## src/rtl/des_byte_queue.sv

```systemverilog
// rtl/des_byte_queue.sv - byte FIFO behind the deserializer with ack handshake and dequeue port
// Optional build macro: DES_QUEUE_UNDERFLOW_ERR_EN adds a sticky err_out flag for dequeue-while-empty.
`timescale 1ns/1ps

module des_byte_queue #(
  parameter int DEPTH = 8,
  parameter int WIDTH = 8
) (
  input  logic                       clock_100KHz,
  input  logic                       reset,
  input  logic [WIDTH-1:0]           data_in,
  input  logic                       data_ready_in,
  output logic                       ack_out,
  input  logic                       deq_in,
  output logic [WIDTH-1:0]           data_out,
  output logic                       data_valid_out,
  output logic [$clog2(DEPTH):0]     len_out,
  output logic                       full_out,
`ifdef DES_QUEUE_UNDERFLOW_ERR_EN
  output logic                       empty_out,
  output logic                       err_out
`else
  output logic                       empty_out
`endif
);

  localparam int AW = $clog2(DEPTH);
  localparam int CW = AW + 1;

  typedef enum logic [1:0] {
    S_IDLE = 2'd0,
    S_ACK  = 2'd1,
    S_DROP = 2'd2
  } state_t;

  state_t           r_state;
  state_t           w_next_state;

  logic [WIDTH-1:0] r_mem [DEPTH];
  logic [AW-1:0]    r_wr_ptr;
  logic [AW-1:0]    r_rd_ptr;
  logic [CW-1:0]    r_count;
  logic [WIDTH-1:0] r_data_out;
  logic             r_data_valid;

  logic             w_full;
  logic             w_empty;
  logic             w_do_enq;
  logic             w_do_deq;

  // Status is decoded from the occupancy held at the start of the cycle.
  assign w_full    = (r_count == CW'(DEPTH));
  assign w_empty   = (r_count == '0);
  assign len_out   = r_count;
  assign full_out  = w_full;
  assign empty_out = w_empty;

  // A word is taken only from IDLE, so a full queue simply leaves the deserializer waiting.
  assign w_do_enq = (r_state == S_IDLE) && data_ready_in && !w_full;
  assign w_do_deq = deq_in && !w_empty;

  // Ack is a pure state decode so an async reset removes it at once.
  assign ack_out        = (r_state == S_ACK);
  assign data_out       = r_data_out;
  assign data_valid_out = r_data_valid;

  // Enqueue handshake state register.
  always_ff @(posedge clock_100KHz or posedge reset) begin
    if (reset) begin
      r_state <= S_IDLE;
    end else begin
      r_state <= w_next_state;
    end
  end

  // Enqueue handshake next state: capture, pulse ack once, then wait for data_ready to clear.
  always_comb begin
    w_next_state = r_state;
    case (r_state)
      S_IDLE: begin
        if (w_do_enq) begin
          w_next_state = S_ACK;
        end
      end
      S_ACK: begin
        w_next_state = S_DROP;
      end
      S_DROP: begin
        if (!data_ready_in) begin
          w_next_state = S_IDLE;
        end
      end
      default: begin
        w_next_state = S_IDLE;
      end
    endcase
  end

  // Storage array; contents are don't-care after reset, so it carries no reset.
  always_ff @(posedge clock_100KHz) begin
    if (w_do_enq) begin
      r_mem[r_wr_ptr] <= data_in;
    end
  end

  // Write pointer; power-of-two depth makes the natural rollover the wrap.
  always_ff @(posedge clock_100KHz or posedge reset) begin
    if (reset) begin
      r_wr_ptr <= '0;
    end else if (w_do_enq) begin
      r_wr_ptr <= r_wr_ptr + AW'(1);
    end
  end

  // Read pointer advances only on an accepted dequeue.
  always_ff @(posedge clock_100KHz or posedge reset) begin
    if (reset) begin
      r_rd_ptr <= '0;
    end else if (w_do_deq) begin
      r_rd_ptr <= r_rd_ptr + AW'(1);
    end
  end

  // Occupancy; simultaneous enqueue and dequeue cancel out.
  always_ff @(posedge clock_100KHz or posedge reset) begin
    if (reset) begin
      r_count <= '0;
    end else begin
      case ({w_do_enq, w_do_deq})
        2'b10:   r_count <= r_count + CW'(1);
        2'b01:   r_count <= r_count - CW'(1);
        default: r_count <= r_count;
      endcase
    end
  end

  // Output word register and its one-cycle valid pulse; an ignored dequeue holds data_out.
  always_ff @(posedge clock_100KHz or posedge reset) begin
    if (reset) begin
      r_data_out   <= '0;
      r_data_valid <= 1'b0;
    end else begin
      r_data_valid <= w_do_deq;
      if (w_do_deq) begin
        r_data_out <= r_mem[r_rd_ptr];
      end
    end
  end

`ifdef DES_QUEUE_UNDERFLOW_ERR_EN
  logic r_err;

  assign err_out = r_err;

  // Sticky underflow flag, cleared only by reset.
  always_ff @(posedge clock_100KHz or posedge reset) begin
    if (reset) begin
      r_err <= 1'b0;
    end else if (deq_in && w_empty) begin
      r_err <= 1'b1;
    end
  end
`endif

endmodule
```

## config.mk

```make
export PLATFORM = sky130hd
export DESIGN_NAME = des_byte_queue
export DESIGN_NICKNAME = d
export VERILOG_FILES = /design/src/rtl/des_byte_queue.sv
export SDC_FILE = /design/constraint.sdc
export NUM_CORES = 1
export LEC_CHECK = 0
export ABC_AREA = 1
export CAP_MARGIN = 30
export CORE_MARGIN = 2
export CORE_UTILIZATION = 40
export CTS_CLUSTER_DIAMETER = 200
export CTS_CLUSTER_SIZE = 40
export DETAILED_ROUTE_END_ITERATION = 8
export GPL_TIMING_DRIVEN = 0
export SLEW_MARGIN = 20
export SYNTH_ARGS = -nofsm -noshare
export SYNTH_HDL_FRONTEND = slang
export SYNTH_SLANG_ARGS = --single-unit
```

## constraint.sdc

```tcl
create_clock -name clock_100KHz -period 3.2 [get_ports clock_100KHz]
set_input_delay 0.48 -clock clock_100KHz [delete_from_list [all_inputs] [get_ports clock_100KHz]]
set_output_delay 0.48 -clock clock_100KHz [all_outputs]
set_load 0.02 [all_outputs]
```

## Yosys cells after proc, flatten, opt, wreduce, memory -nomap -nowiden

Memory sizes are Yosys's and may differ from the RTL's. A register that Yosys moved wholly into a read port is not among the register bits.
Index checks and enable logic that the tools add are counted.
Widths: inputs -> output; s select.

| operators by class | value |
|---|---|
| add/sub/neg operators | 4 |
| equal/unequal tests | 7 |
| mux-type cells | 6 |
| reductions and logical operators | 9 |

Operator list:

| operator | number |
|---|---|
| $pmux 4 s2 | 1 |
| $add 3x1->3 const B | 2 |
| $pmux 2 s3 | 1 |
| $add 4x1->4 const B | 1 |
| $eq 2x1->1 const B | 2 |
| $eq 2x2->1 const B | 2 |
| $eq 4x4->1 const B | 1 |
| $logic_not 4->1 | 1 |
| $mux 2 | 2 |
| $ne 2x2->1 const B | 2 |
| $sub 4x1->4 const B | 1 |
| $logic_and 1x1->1 | 3 |
| $logic_not 1->1 | 2 |
| $logic_not 2->1 | 1 |
| $mux 1 | 2 |
| $reduce_and 2->1 | 1 |
| $reduce_bool 2->1 | 1 |

| storage, ports and cells | value |
|---|---|
| register bits | 13 |
| RAM bits | 64 |
| input bits | 12 |
| word-level logic and storage cells | 32 |
| memories | 1 |

Memory list:

| memory | depth | width | read ports | clocked after Yosys merged registers in | wr ports | RTL line | source |
|---|---|---|---|---|---|---|---|
| r_mem | 8 | 8 | 1 | 1 | 1 | 39 | `logic [WIDTH-1:0] r_mem [DEPTH];` |

## Logic depth before layout (Yosys ltp)

Gate-level depths: netlist of run 1.

| logic depth | value |
|---|---|
| depth in word-level cells | 5 |
| mapped depth | 14 |
| depth with buffers taken out | 13 |

## Least setup slack after synthesis of run 1

OpenSTA, ideal clock, no wires.

| timing | value |
|---|---|
| path kind | reg-to-reg |
| from | register r_count[1], in the netlist len_out[1] |
| to | register r_count[3], in the netlist len_out[3] |
| setup time | 117 ps |
| data arrival time | 1,976 ps |
| data required time | 3,083 ps |
| setup slack | 1,108 ps |
| stages on the path, launching flop included | 13 |
| clock period less this slack | 2,092 ps |
| cell sequence | dfrtp_1 -> nor2_2 -> nand3_2 -> nand2_2 -> inv_2 -> buf_6 -> ha_1 -> ha_1 -> or2_2 -> nand3_1 -> nand2_1 -> nand2_1 -> nand2_1 |

| between the ends | value |
|---|---|
| word-level cells in the longest chain between the ends | 5 |
| elaborated cells between the ends (all ways) | 12 |

RTL lines:

| item | RTL line | source |
|---|---|---|
| start, declared | 42 | `logic [CW-1:0] r_count;` |
| start signal, assigned | 130 | `2'b10: r_count <= r_count + CW'(1);` |
| start signal, assigned | 131 | `2'b01: r_count <= r_count - CW'(1);` |
| start signal, assigned | 132 | `default: r_count <= r_count;` |
| $logic_not 4->1 (*) | 53 | `assign w_empty = (r_count == '0);` |
| $logic_not 1->1 (*) | 60 | `assign w_do_deq = deq_in && !w_empty;` |
| $logic_and 1x1->1 (*) | 60 |  |
| via w_do_deq | 49 | `logic w_do_deq;` |
| $eq 2x1->1 or $eq 2x2->1 (tied branches) | 129 | `case ({w_do_enq, w_do_deq})` |
| $pmux 4 s2 or $reduce_bool 2->1 (tied branches) | - |  |

The timed path passes the listed nets; every way through them passes the cells marked *.
A chain may end at the register's enable or synchronous reset.

## Worst setup path after layout of run 1

| timing | value |
|---|---|
| from | register r_count[1], in the netlist len_out[1] |
| to | output port full_out |

| between the ends | value |
|---|---|
| word-level cells in the longest chain between the ends | 1 |

RTL lines:

| item | RTL line | source |
|---|---|---|
| $eq 4x4->1 | 52 | `assign w_full = (r_count == CW'(DEPTH));` |
| end, declared | 18 | `output logic full_out,` |

No other way between the ends.

==> out/metrics.yaml, run 1 <==
finish:
  layout.area.seq_mm2: 0.002447
  finish.net_count: 430
  fill_cells: 839
  post_route_cells_drive_above_1_share_pct: 12.47
  final_area_mm2: 0.004504
  areaGrowthSynthToFinish_pct: 18.11
  number_of_antenna_repair_diodes: 0
  multi_input_comb_area_mm2: 0.001013
placement:
  place.port_buffers: 27
  gp_routability_congestion: 0.7788
  dpl_worst_slack_ns: 0.6578
  place_area_mm2: 0.004315
  detailedPlacementHpwl_um: 5263
timing:
  rsz0062_at_grt: "no"
  setup_tns_ns: 0
  finClkSkew_ns: 0.008807
  timing.final.max_slew_violations: 0
  timing.final.crit_share_pct: 69.84
  timing_worst_slew_pin_value_ns: 0.8406
  fmaxAchievable_mhz: 447.5
  timing.final.ws_setup_ns: 0.9652
  period_needed_ns: 2.235
  maxSlewHeadroom_pct: 43.90
  setup-violations-final: 0
  hold_fails_final_rpt: 0
pwr:
  power-per-cell-area_mw_per_mm2: 876.3
  total_switching_power_mw: 1.527
  power.share.clock_pct: 18.2
  p_leak_nw: 1.996
  power.share.sequential_pct: 38.6
  p_int_mw: 2.420
  comb_power_share_pct: 43.2
  p_sw_share_pct: 38.68
  vdd_drop_max_uv: 279.4
clock_tree:
  cts_buffer_depth: 2
  h-tree-depth: 3
  clk_root_buffer_cell: "clkbuf_8"
  insertion_delay_ns: 0.35
  cts_hold_buffers: 0
  cts.sinks: 85
  cts_tree: "yes"
  clkSlewWorstSetupHoldPaths_ns: 0.08
  cells_resized_by_post_cts_repair: 0
  post-cts-setup-buffers: 0
  numCtsBuffers: 9
die:
  site_row_count: 35
  die_span_in_x_um: 101.6
  start_util_pct: 41.27
  die_area_mm2: 0.01033
  core_area_mm2: 0.009240
  fp.dieH_um: 101.6
  top_level_ports: 28
min_path:
  worst_hold_path.num_cells: 2
  hold_class: "flip-flop to flip-flop"
  worst_hold_path.endpoint: "data_out[1]$_DFFE_PP0P_"
  min_from: "data_out[1]$_DFFE_PP0P_"
global_routing:
  grt_pass1_wl_um: 12300
  via_count_of_the_first_global_routing_pass: 2380
  gr-usage-all-layers_pct: 16.48
  gr-total-overflow: 0
  grt_start_max_net_pins: 22
  antenna_found_initial: 0
synthesis:
  post_synth.cell_area_avg_um2: 10.31
  synth-seq-cells: 85
  synthDistinctLibCells: 24
  synthCells: 370
  ys_seq_area_share_pct: 64.17
  synthesis.yosys.warnings: 0
  netlist_area_mm2: 0.003814
  syn-num-nets: 388
worst_setup_path:
  cpLargestDelayFamily: "buffers and inverters"
  cp-start-kind: "flip-flop"
  worst-path-max-fanout: 5
  reg2regPathDepth: 12
  crit_type: "flip-flop to primary output"
  timing.rr.end: "len_out[3]$_DFFE_PP0P_"
  regToRegSetupSlack_ns: 1.02
  worst-endpoint-arrival_ns: 1.75
  crit_chain: "nor2_2, nand3_1, inv_1, clkdlybuf4s50_1"
  timing.critical_path.slowest_cell_delay_ns: 0.59
  required_time_of_the_critical_path_ns: 2.72
  standard_cell_with_the_maximum_stage_delay_on_the_critical_path: "clkdlybuf4s50_1"
  worst_setup_path_end_kind: "primary output"
  worstPathBufferInverterCount: 2
  startpoint_of_the_most_critical_register_to_register_path: "len_out[1]$_DFFE_PP0P_"
detailed_routing:
  drt-initial-drc-count: 154
  route.detailed.vias_per_inst: 4.595
  totalWireLength_um: 7877
  detail_route.wl_per_cell_um: 14.43
  drc_violations_left: 0
  num_vias: 2509
  first_pass_iters: 4
  ant_nets: 0
outcome:
  run_status: "complete, no violations"
run:
  drv.max_cap_violation_count: 0
[worst max-delay path by stage]
stage                                 startpoint                     end  slack (ns)  depth (start not counted)
final                     len_out[1]$_DFFE_PP0P_                full_out        0.97                          4
after global routing      len_out[1]$_DFFE_PP0P_  len_out[3]$_DFFE_PP0P_        0.85                         13
after CTS                 len_out[1]$_DFFE_PP0P_                full_out        0.94                          4
after detailed placement           data_ready_in  len_out[3]$_DFFE_PP0P_        0.66                         12
after global placement             data_ready_in   r_mem[5][1]$_DFFE_PP_        0.29                          6
after floorplan           len_out[1]$_DFFE_PP0P_  len_out[3]$_DFFE_PP0P_        1.11                         12
[cell type report]
| type | instances | area share, % |
|---|---|---|
| buffer | 14 | 3.111 |
| clock buffer | 13 | 3.778 |
| clock inverter | 3 | 0.4167 |
| inverter | 66 | 5.611 |
| multi-input combinational | 205 | 22.50 |
| sequential | 85 | 54.33 |
| tap | 129 | 3.583 |
| timing repair buffer | 31 | 6.667 |
[registers in the layout (all words and copies together) (netlist names)]
register and flops:
r_rd_ptr 3, len_out 4, data_valid_out 1, r_mem 64
r_state 2, data_out 8, r_wr_ptr 3
[placed cells by master (no fill, tap or decap), types with 2 or more instances in the layout]
master and count:
ha_1 5, clkinv_2 2, buf_4 6, nand2_1 118, inv_2 2, inv_1 63, clkdlybuf4s50_1 27, nand3_1 52
dfrtp_1 21, xnor2_1 2, nand2_2 3, nor2_1 3, nor3_2 8, clkbuf_1 2, edfxtp_1 64, o21ai_0 5
nand3_2 2, clkbuf_8 11, buf_2 2, buf_6 9, xor2_1 2
[logic make-up after synthesis]
family,after synthesis,share of synthesized area (%)
AO/OA/AOI/OAI,6,0.8858
buffers and inverters,80,10.30
adder cells (fa/ha/maj),6,2.165
flip-flops,85,64.17
AND/OR/NAND/NOR,188,21.13
XOR/XNOR,5,1.345
[metrics by stage]
stage	power, mW	utilization (%)	cells	hold WS (ns)
2_1_floorplan	2.670	-	370	0.4565
3_3_place_gp	3.195	45.94	526	0.4634
3_5_place_dp	3.265	46.70	530	0.4653
4_1_cts	3.980	48.75	546	0.4848
5_1_grt	4.232	48.75	546	0.5199
6_report	3.947	48.75	546	0.4769
[worst min-delay path, stage by stage, from the launching register on]
cell,delay [ns]
dfrtp_1,0.34
nand2_1,0.05
nand2_1,0.05
[cell usage after synthesis (all sizes together)]
cell type	number	share of area, %
nand3	54	7.3
dfrtp	21	14
buf	13	3.3
nor2	4	0.46
clkbuf	1	0.36
ha	5	1.6
fa	1	0.52
edfxtp	64	50
nor3	8	1.0
o21ai	6	0.89
or2	1	0.16
xnor2	2	0.46
inv	66	6.6
nand2	121	12
xor2	3	0.89
[per-layer routing]
metal	vias to the layer above	share of wire [%]	track usage [%]
met5	-	0	0
met4	0	1.4	7.277
met3	9	6.4	2.968
met2	71	47	26.06
met1	1162	45	22.28
li1	1267	-	-
[power groups by stage]
stage          logic [mW]  clock network (mW)  registers, mW
6_report             1.70               0.719           1.52
5_1_grt              1.92               0.763           1.55
4_1_cts              1.72               0.733           1.53
3_5_place_dp         1.71                   0           1.55
3_3_place_gp         1.65                   0           1.54
2_1_floorplan        1.04                   0           1.63
(Power assumes the default switching activity.)
==> run 2: changes to the inputs <==
==> constraint.sdc (replaced) <==
create_clock -name clock_100KHz -period 2.1 [get_ports clock_100KHz]
set_input_delay 0.315 -clock clock_100KHz [delete_from_list [all_inputs] [get_ports clock_100KHz]]
set_output_delay 0.315 -clock clock_100KHz [all_outputs]
set_load 0.02 [all_outputs]
==> out/metrics.yaml, run 2 (synthesis gave the netlist of run 1 again) <==
clock_tree:
  clk_root_buffer_cell: "clkbuf_8"
  numCtsBuffers: 9  # unchanged
  clkSlewWorstSetupHoldPaths_ns: 0.08  # about the same
  cts_tree: "yes"
  insertion_delay_ns: 0.35  # about the same
  cts_buffer_depth: 2  # unchanged
  h-tree-depth: 3  # unchanged
  cts.sinks: 85  # unchanged
outcome:
  run_status: "complete, no violations"
finish:
  finish.net_count: 432  # +0.47%
  layout.cells.non_filler: 548  # +0.37%
  number_of_flip_flops_under_the_largest_register_name: 64  # unchanged
  layout.cells.most_common_list: "nand2_1, edfxtp_1, inv_1, nand3_1, clkdlybuf4s50_1"
  final_area_mm2: 0.004553  # +1.1%
  areaGrowthSynthToFinish_pct: 19.39
  fill_cells: 835  # -0.48%
  post_route_cells_drive_above_1_share_pct: 13.84  # +1.4 points
  largest_register: "r_mem"
  mostFrequentLayoutCell: "nand2_1"
  number_of_antenna_repair_diodes: 0  # unchanged
worst_setup_path:
  worst_setup_path_end_kind: "primary output"
  worst-path-max-fanout: 2  # -3
  reg2regPathDepth: 11  # -1
  crit_type: "flip-flop to primary output"
  startpoint_of_the_most_critical_register_to_register_path: "len_out[0]$_DFFE_PP0P_"
  cp-start-kind: "flip-flop"
  worst-endpoint-arrival_ns: 1.69  # -0.06 ns
  critical_path.startpoint: "len_out[0]$_DFFE_PP0P_"
  required_time_of_the_critical_path_ns: 1.78  # -0.94 ns
die:
  core_area_mm2: 0.009240  # unchanged
  die_span_in_x_um: 101.6  # unchanged
  fp.dieH_um: 101.6  # unchanged
  die_area_mm2: 0.01033  # unchanged
  start_util_pct: 41.27  # unchanged
  top_level_ports: 28  # unchanged
  site_row_count: 35  # unchanged
detailed_routing:
  num_vias: 2518  # +0.36%
  drt-initial-drc-count: 154  # unchanged
  totalWireLength_um: 7908  # +0.39%
  route.detailed.vias_per_inst: 4.595  # about the same
  drc_violations_left: 0  # unchanged
  first_pass_iters: 4  # unchanged
  ant_nets: 0  # unchanged
  detail_route.wl_per_cell_um: 14.43  # about the same
timing:
  period_needed_ns: 2.001
  setup-violations-final: 0  # unchanged
  timing_worst_slew_pin_value_ns: 0.8364  # -0.004227 ns
  timing.final.crit_share_pct: 95.30
  maxSlewHeadroom_pct: 44.18  # +0.28 points
  hold_fails_final_rpt: 0  # unchanged
  fmaxAchievable_mhz: 499.7
  finClkSkew_ns: 0.01013  # +0.001319 ns
  setup_tns_ns: 0  # unchanged
  timing.final.max_slew_violations: 0  # unchanged
  timing.final.ws_setup_ns: 0.09860  # -0.8666 ns
global_routing:
  gr-total-overflow: 0  # unchanged
  grt_start_max_net_pins: 22  # unchanged
  via_count_of_the_first_global_routing_pass: 2388  # +0.34%
  antenna_found_initial: 0  # unchanged
  gr-usage-all-layers_pct: 16.58  # +0.10 points
  grt_pass1_wl_um: 12370  # +0.56%
placement:
  place.port_buffers: 27  # unchanged
  detailedPlacementHpwl_um: 5263  # unchanged
  gp_routability_congestion: 0.7788  # unchanged
  dpl_worst_slack_ns: -0.2772  # -0.9350 ns
  placed_cells: 530  # unchanged
  place_area_mm2: 0.004315  # unchanged
pwr:
  power-per-cell-area_mw_per_mm2: 1344  # +53%
  design_power_total_mw: 6.117  # +55%
  vdd_drop_max_uv: 427.4  # +53%
  p_leak_nw: 2.009  # +0.62%
min_path:
  hold_class: "primary input to async pin"
run:
  drv.max_cap_violation_count: 0  # unchanged
-- run 2: layout make-up --
type | instances | area (um2) | share of cell area, %
buffer | 13 | 132.6 | 2.913
tap | 129 | 161.4 | 3.545
sequential | 85 | 2449 | 53.78
clock buffer | 13 | 170.2 | 3.737
multi-input combinational | 205 | 1041 | 22.86
clock inverter | 3 | 18.77 | 0.4122
timing repair buffer | 34 | 322.8 | 7.090
inverter | 66 | 257.7 | 5.661
-- run 2: stage by stage --
step | hold WS [ns] | utilization [%]
floorplan | 0.2915 | -
global placement | 0.4634 | 45.94
detailed placement | 0.4653 | 46.70
CTS | 0.4497 | 48.95
global route | 0.5107 | 49.28
finish | 0.4224 | 49.28
-- run 2: final timing paths --
| check | to | slack (ns) |
|---|---|---|
| worst max-delay path | empty_out | 0.1 |
| worst min-delay path | data_valid_out$_DFF_PP0_ | 0.42 |
| worst max register to register | len_out[3]$_DFFE_PP0P_ | 0.14 |
| worst min register to register | data_out[1]$_DFFE_PP0P_ | 0.48 |
| max in group asynchronous | len_out[0]$_DFFE_PP0P_ | 1.11 |
| min in group clock_100KHz | data_out[1]$_DFFE_PP0P_ | 0.48 |
-- run 2: worst max-delay path, cell delays in order, from the launching register on --
cell and delay [ns]:
dfrtp_2 0.43, nor2_4 0.13, nand3_2 0.11, inv_1 0.07
clkdlybuf4s50_1 0.60
-- run 2: power breakdown --
part	switching, mW	internal, mW	total, mW
combinational	1.63	1.07	2.70
sequential	0.173	2.14	2.32
clock	0.567	0.534	1.10
-- run 2: metal layers --
metal / up-vias / track usage, % / part of all wire (%)
met1: 1176 / 22.55 / 45
met5: - / 0 / 0
li1: 1268 / - / -
met4: 0 / 7.277 / 1.9
met3: 13 / 2.968 / 4.9
met2: 61 / 26.11 / 48
-- run 2: repair_timing --
action                                  in CTS  in global routing
hold buffers                                 0                  0
endpoints found under the setup margin       2                  2
setup buffers                                2                  1
pin swaps                                    0                  2
gates resized for setup                      2                  9
==> run 3: changes to the inputs <==
--- a/config.mk
+++ b/config.mk
@@ -12,6 +12,7 @@
 export CTS_CLUSTER_DIAMETER = 200
 export CTS_CLUSTER_SIZE = 40
 export DETAILED_ROUTE_END_ITERATION = 8
+export DONT_BUFFER_PORTS = 1
 export GPL_TIMING_DRIVEN = 0
 export SLEW_MARGIN = 20
 export SYNTH_ARGS = -nofsm -noshare
==> out/metrics.yaml, run 3 (synthesis gave the netlist of run 1 again) <==
clock_tree:
  insertion_delay_ns: 0.34  # about the same
  cts_buffer_depth: 2  # unchanged
  h-tree-depth: 3  # unchanged
  clk_root_buffer_cell: "clkbuf_8"
  clkSlewWorstSetupHoldPaths_ns: 0.09  # about the same
  numCtsBuffers: 9  # unchanged
  cts_tree: "yes"
  cts.sinks: 85  # unchanged
timing:
  timing.final.crit_share_pct: 97.04  # +1.7 points
  fmaxAchievable_mhz: 490.7  # -1.8%
  timing_worst_slew_pin_value_ns: 0.8344  # -0.002019 ns
  timing.final.max_slew_violations: 0  # unchanged
  setup_tns_ns: 0  # unchanged
  maxSlewHeadroom_pct: 44.31  # +0.13 points
  rsz0062_at_grt: "yes"
  hold_fails_final_rpt: 0  # unchanged
  finClkSkew_ns: 0.01209  # +0.001968 ns
  timing.final.ws_setup_ns: 0.06210  # -0.03650 ns
  setup-violations-final: 0  # unchanged
  period_needed_ns: 2.038  # +0.03650 ns
placement:
  detailedPlacementHpwl_um: 5032  # -4.4%
  placed_cells: 501  # -5.5%
  dpl_worst_slack_ns: -0.1826  # +0.09461 ns
  place.port_buffers: 0  # -100%
  gp_routability_congestion: 0.8012  # +2.9%
worst_setup_path:
  cp-start-kind: "flip-flop"
  crit_chain: "nor2_4, nand3_2, nand2_2, buf_12, ha_4, ha_1, or2_2, nand2_1, nand3_1, nand2_1, nand2_1, nand2_1"
  regToRegSetupSlack_ns: 0.06  # -0.08 ns
  worst_setup_path_end_kind: "flip-flop"
  standard_cell_with_the_maximum_stage_delay_on_the_critical_path: "dfrtp_2"
  timing.critical_path.slowest_cell_delay_ns: 0.50  # -0.10 ns
  critPathMostFrequentCell: "nand2_1"
  crit_type: "flip-flop to flip-flop"
  timing.rr.end: "len_out[3]$_DFFE_PP0P_"
  worst-path-max-fanout: 5  # +3
  required_time_of_the_critical_path_ns: 2.38  # +0.60 ns
  reg2regPathDepth: 12  # +1
  worst-endpoint-arrival_ns: 2.32  # +0.63 ns
  startpoint_of_the_most_critical_register_to_register_path: "len_out[1]$_DFFE_PP0P_"
global_routing:
  gr-total-overflow: 0  # unchanged
  via_count_of_the_first_global_routing_pass: 2186  # -8.5%
  gr-usage-all-layers_pct: 15.69  # -0.89 points
  grt_pass1_wl_um: 11710  # -5.4%
  grt_start_max_net_pins: 22  # unchanged
  antenna_found_initial: 0  # unchanged
finish:
  areaGrowthSynthToFinish_pct: 13.81
  layout.cells.most_common_list: "nand2_1, edfxtp_1, inv_1, nand3_1, dfrtp_1"
  number_of_antenna_repair_diodes: 0  # unchanged
  finish.net_count: 405  # -6.3%
  layout.cells.non_filler: 521  # -4.9%
  largest_register: "r_mem"
  mostFrequentLayoutCell: "nand2_1"
  post_route_cells_drive_above_1_share_pct: 15.82  # +2.0 points
  number_of_flip_flops_under_the_largest_register_name: 64  # unchanged
detailed_routing:
  totalWireLength_um: 7692  # -2.7%
  num_vias: 2438  # -3.2%
  first_pass_iters: 4  # unchanged
  drt-initial-drc-count: 160  # +3.9%
  detail_route.wl_per_cell_um: 14.76  # +2.3%
  drc_violations_left: 0  # unchanged
  route.detailed.vias_per_inst: 4.679  # +1.8%
  ant_nets: 0  # unchanged
pwr:
  p_sw_share_pct: 40.04  # +1.3 points
  power-per-cell-area_mw_per_mm2: 1368  # +1.8%
  comb_power_share_pct: 38.4  # -5.7 points
  p_leak_nw: 1.917  # -4.6%
  power.share.clock_pct: 19.2  # +1.2 points
  p_int_mw: 3.561  # -5.0%
  total_switching_power_mw: 2.378  # +0.43%
  vdd_drop_max_uv: 406.9  # -4.8%
  power.share.sequential_pct: 42.4  # +4.5 points
min_path:
  hold_class: "primary input to async pin"
die:
  core_area_mm2: 0.009240  # unchanged
  start_util_pct: 41.27  # unchanged
  die_area_mm2: 0.01033  # unchanged
  die_span_in_x_um: 101.6  # unchanged
  top_level_ports: 28  # unchanged
  site_row_count: 35  # unchanged
  fp.dieH_um: 101.6  # unchanged
run:
  drv.max_cap_violation_count: 0  # unchanged
outcome:
  run_status: "complete, no violations"
run 3: per-layer routing:
metal / track usage, % / vias to the layer above / share of wire, %
li1: - / 1218 / -
met1: 21.24 / 1163 / 43
met2: 24.09 / 53 / 50
met3: 3.658 / 4 / 6.1
met4: 7.069 / 0 / 0.94
met5: 0 / - / 0
run 3: layout make-up:
| class | instances | area (um2) |
|---|---|---|
| fillers | 839 | 4900 |
| flip-flops and latches | 85 | 2452 |
| multi-input cells | 205 | 1067 |
| inverters | 66 | 257.7 |
| well taps | 129 | 161.4 |
| plain buffers | 13 | 137.6 |
| clock buffers | 9 | 123.9 |
| clock inverters | 7 | 75.07 |
| repair buffers | 7 | 65.06 |
run 3: power by group through the flow:
stage	clock network, mW	logic [mW]	registers [mW]
final	1.14	2.28	2.52
after global placement	0	2.03	2.52
after detailed placement	0	2.11	2.53
after floorplan	0	1.59	2.48
after global routing	1.23	2.56	2.56
after CTS	1.17	2.15	2.50
run 3: worst max-delay path: cells and delay by family (launching register included):
family                     cells  cell delay [ns]
and+or+nand+nor                9             0.98
buffers and inverters          1             0.12
DFF                            1             0.50
adders and majority gates      2             0.38
run 3: worst max-delay path by stage:
| stage | cells past startpoint | slack [ns] | end | from |
|---|---|---|---|---|
| after floorplan | 12 | 0.008 | len_out[3]$_DFFE_PP0P_ | len_out[1]$_DFFE_PP0P_ |
| after global placement | 5 | -0.43 | r_mem[0][1]$_DFFE_PP_ | len_out[2]$_DFFE_PP0P_ |
| after detailed placement | 12 | -0.18 | len_out[3]$_DFFE_PP0P_ | len_out[1]$_DFFE_PP0P_ |
| after CTS | 12 | 0.007 | len_out[3]$_DFFE_PP0P_ | len_out[0]$_DFFE_PP0P_ |
| after global routing | 12 | -0.04 | len_out[3]$_DFFE_PP0P_ | len_out[1]$_DFFE_PP0P_ |
| final | 12 | 0.06 | len_out[3]$_DFFE_PP0P_ | len_out[1]$_DFFE_PP0P_ |
run 3: per-stage QoR:
stage | area (um2) | power [mW] | util [%] | hold WS (ns)
final | 4340 | 5.939 | 46.97 | 0.01857
after global routing | 4340 | 6.356 | 46.97 | 0.03109
after CTS | 4253 | 5.824 | 46.03 | 0.03233
after detailed placement | 4030 | 4.641 | 43.62 | 0.4141
after global placement | 3975 | 4.545 | 43.02 | 0.4071
after floorplan | 3814 | 4.068 | - | 0.2915
run 3: what timing repair did:
action,CTS,global route
hold endpoints to repair,0,0
endpoints found under the setup margin,2,2
buffers inserted,1,4
hold buffers,0,0
resized for setup,8,9
pin swaps,2,3
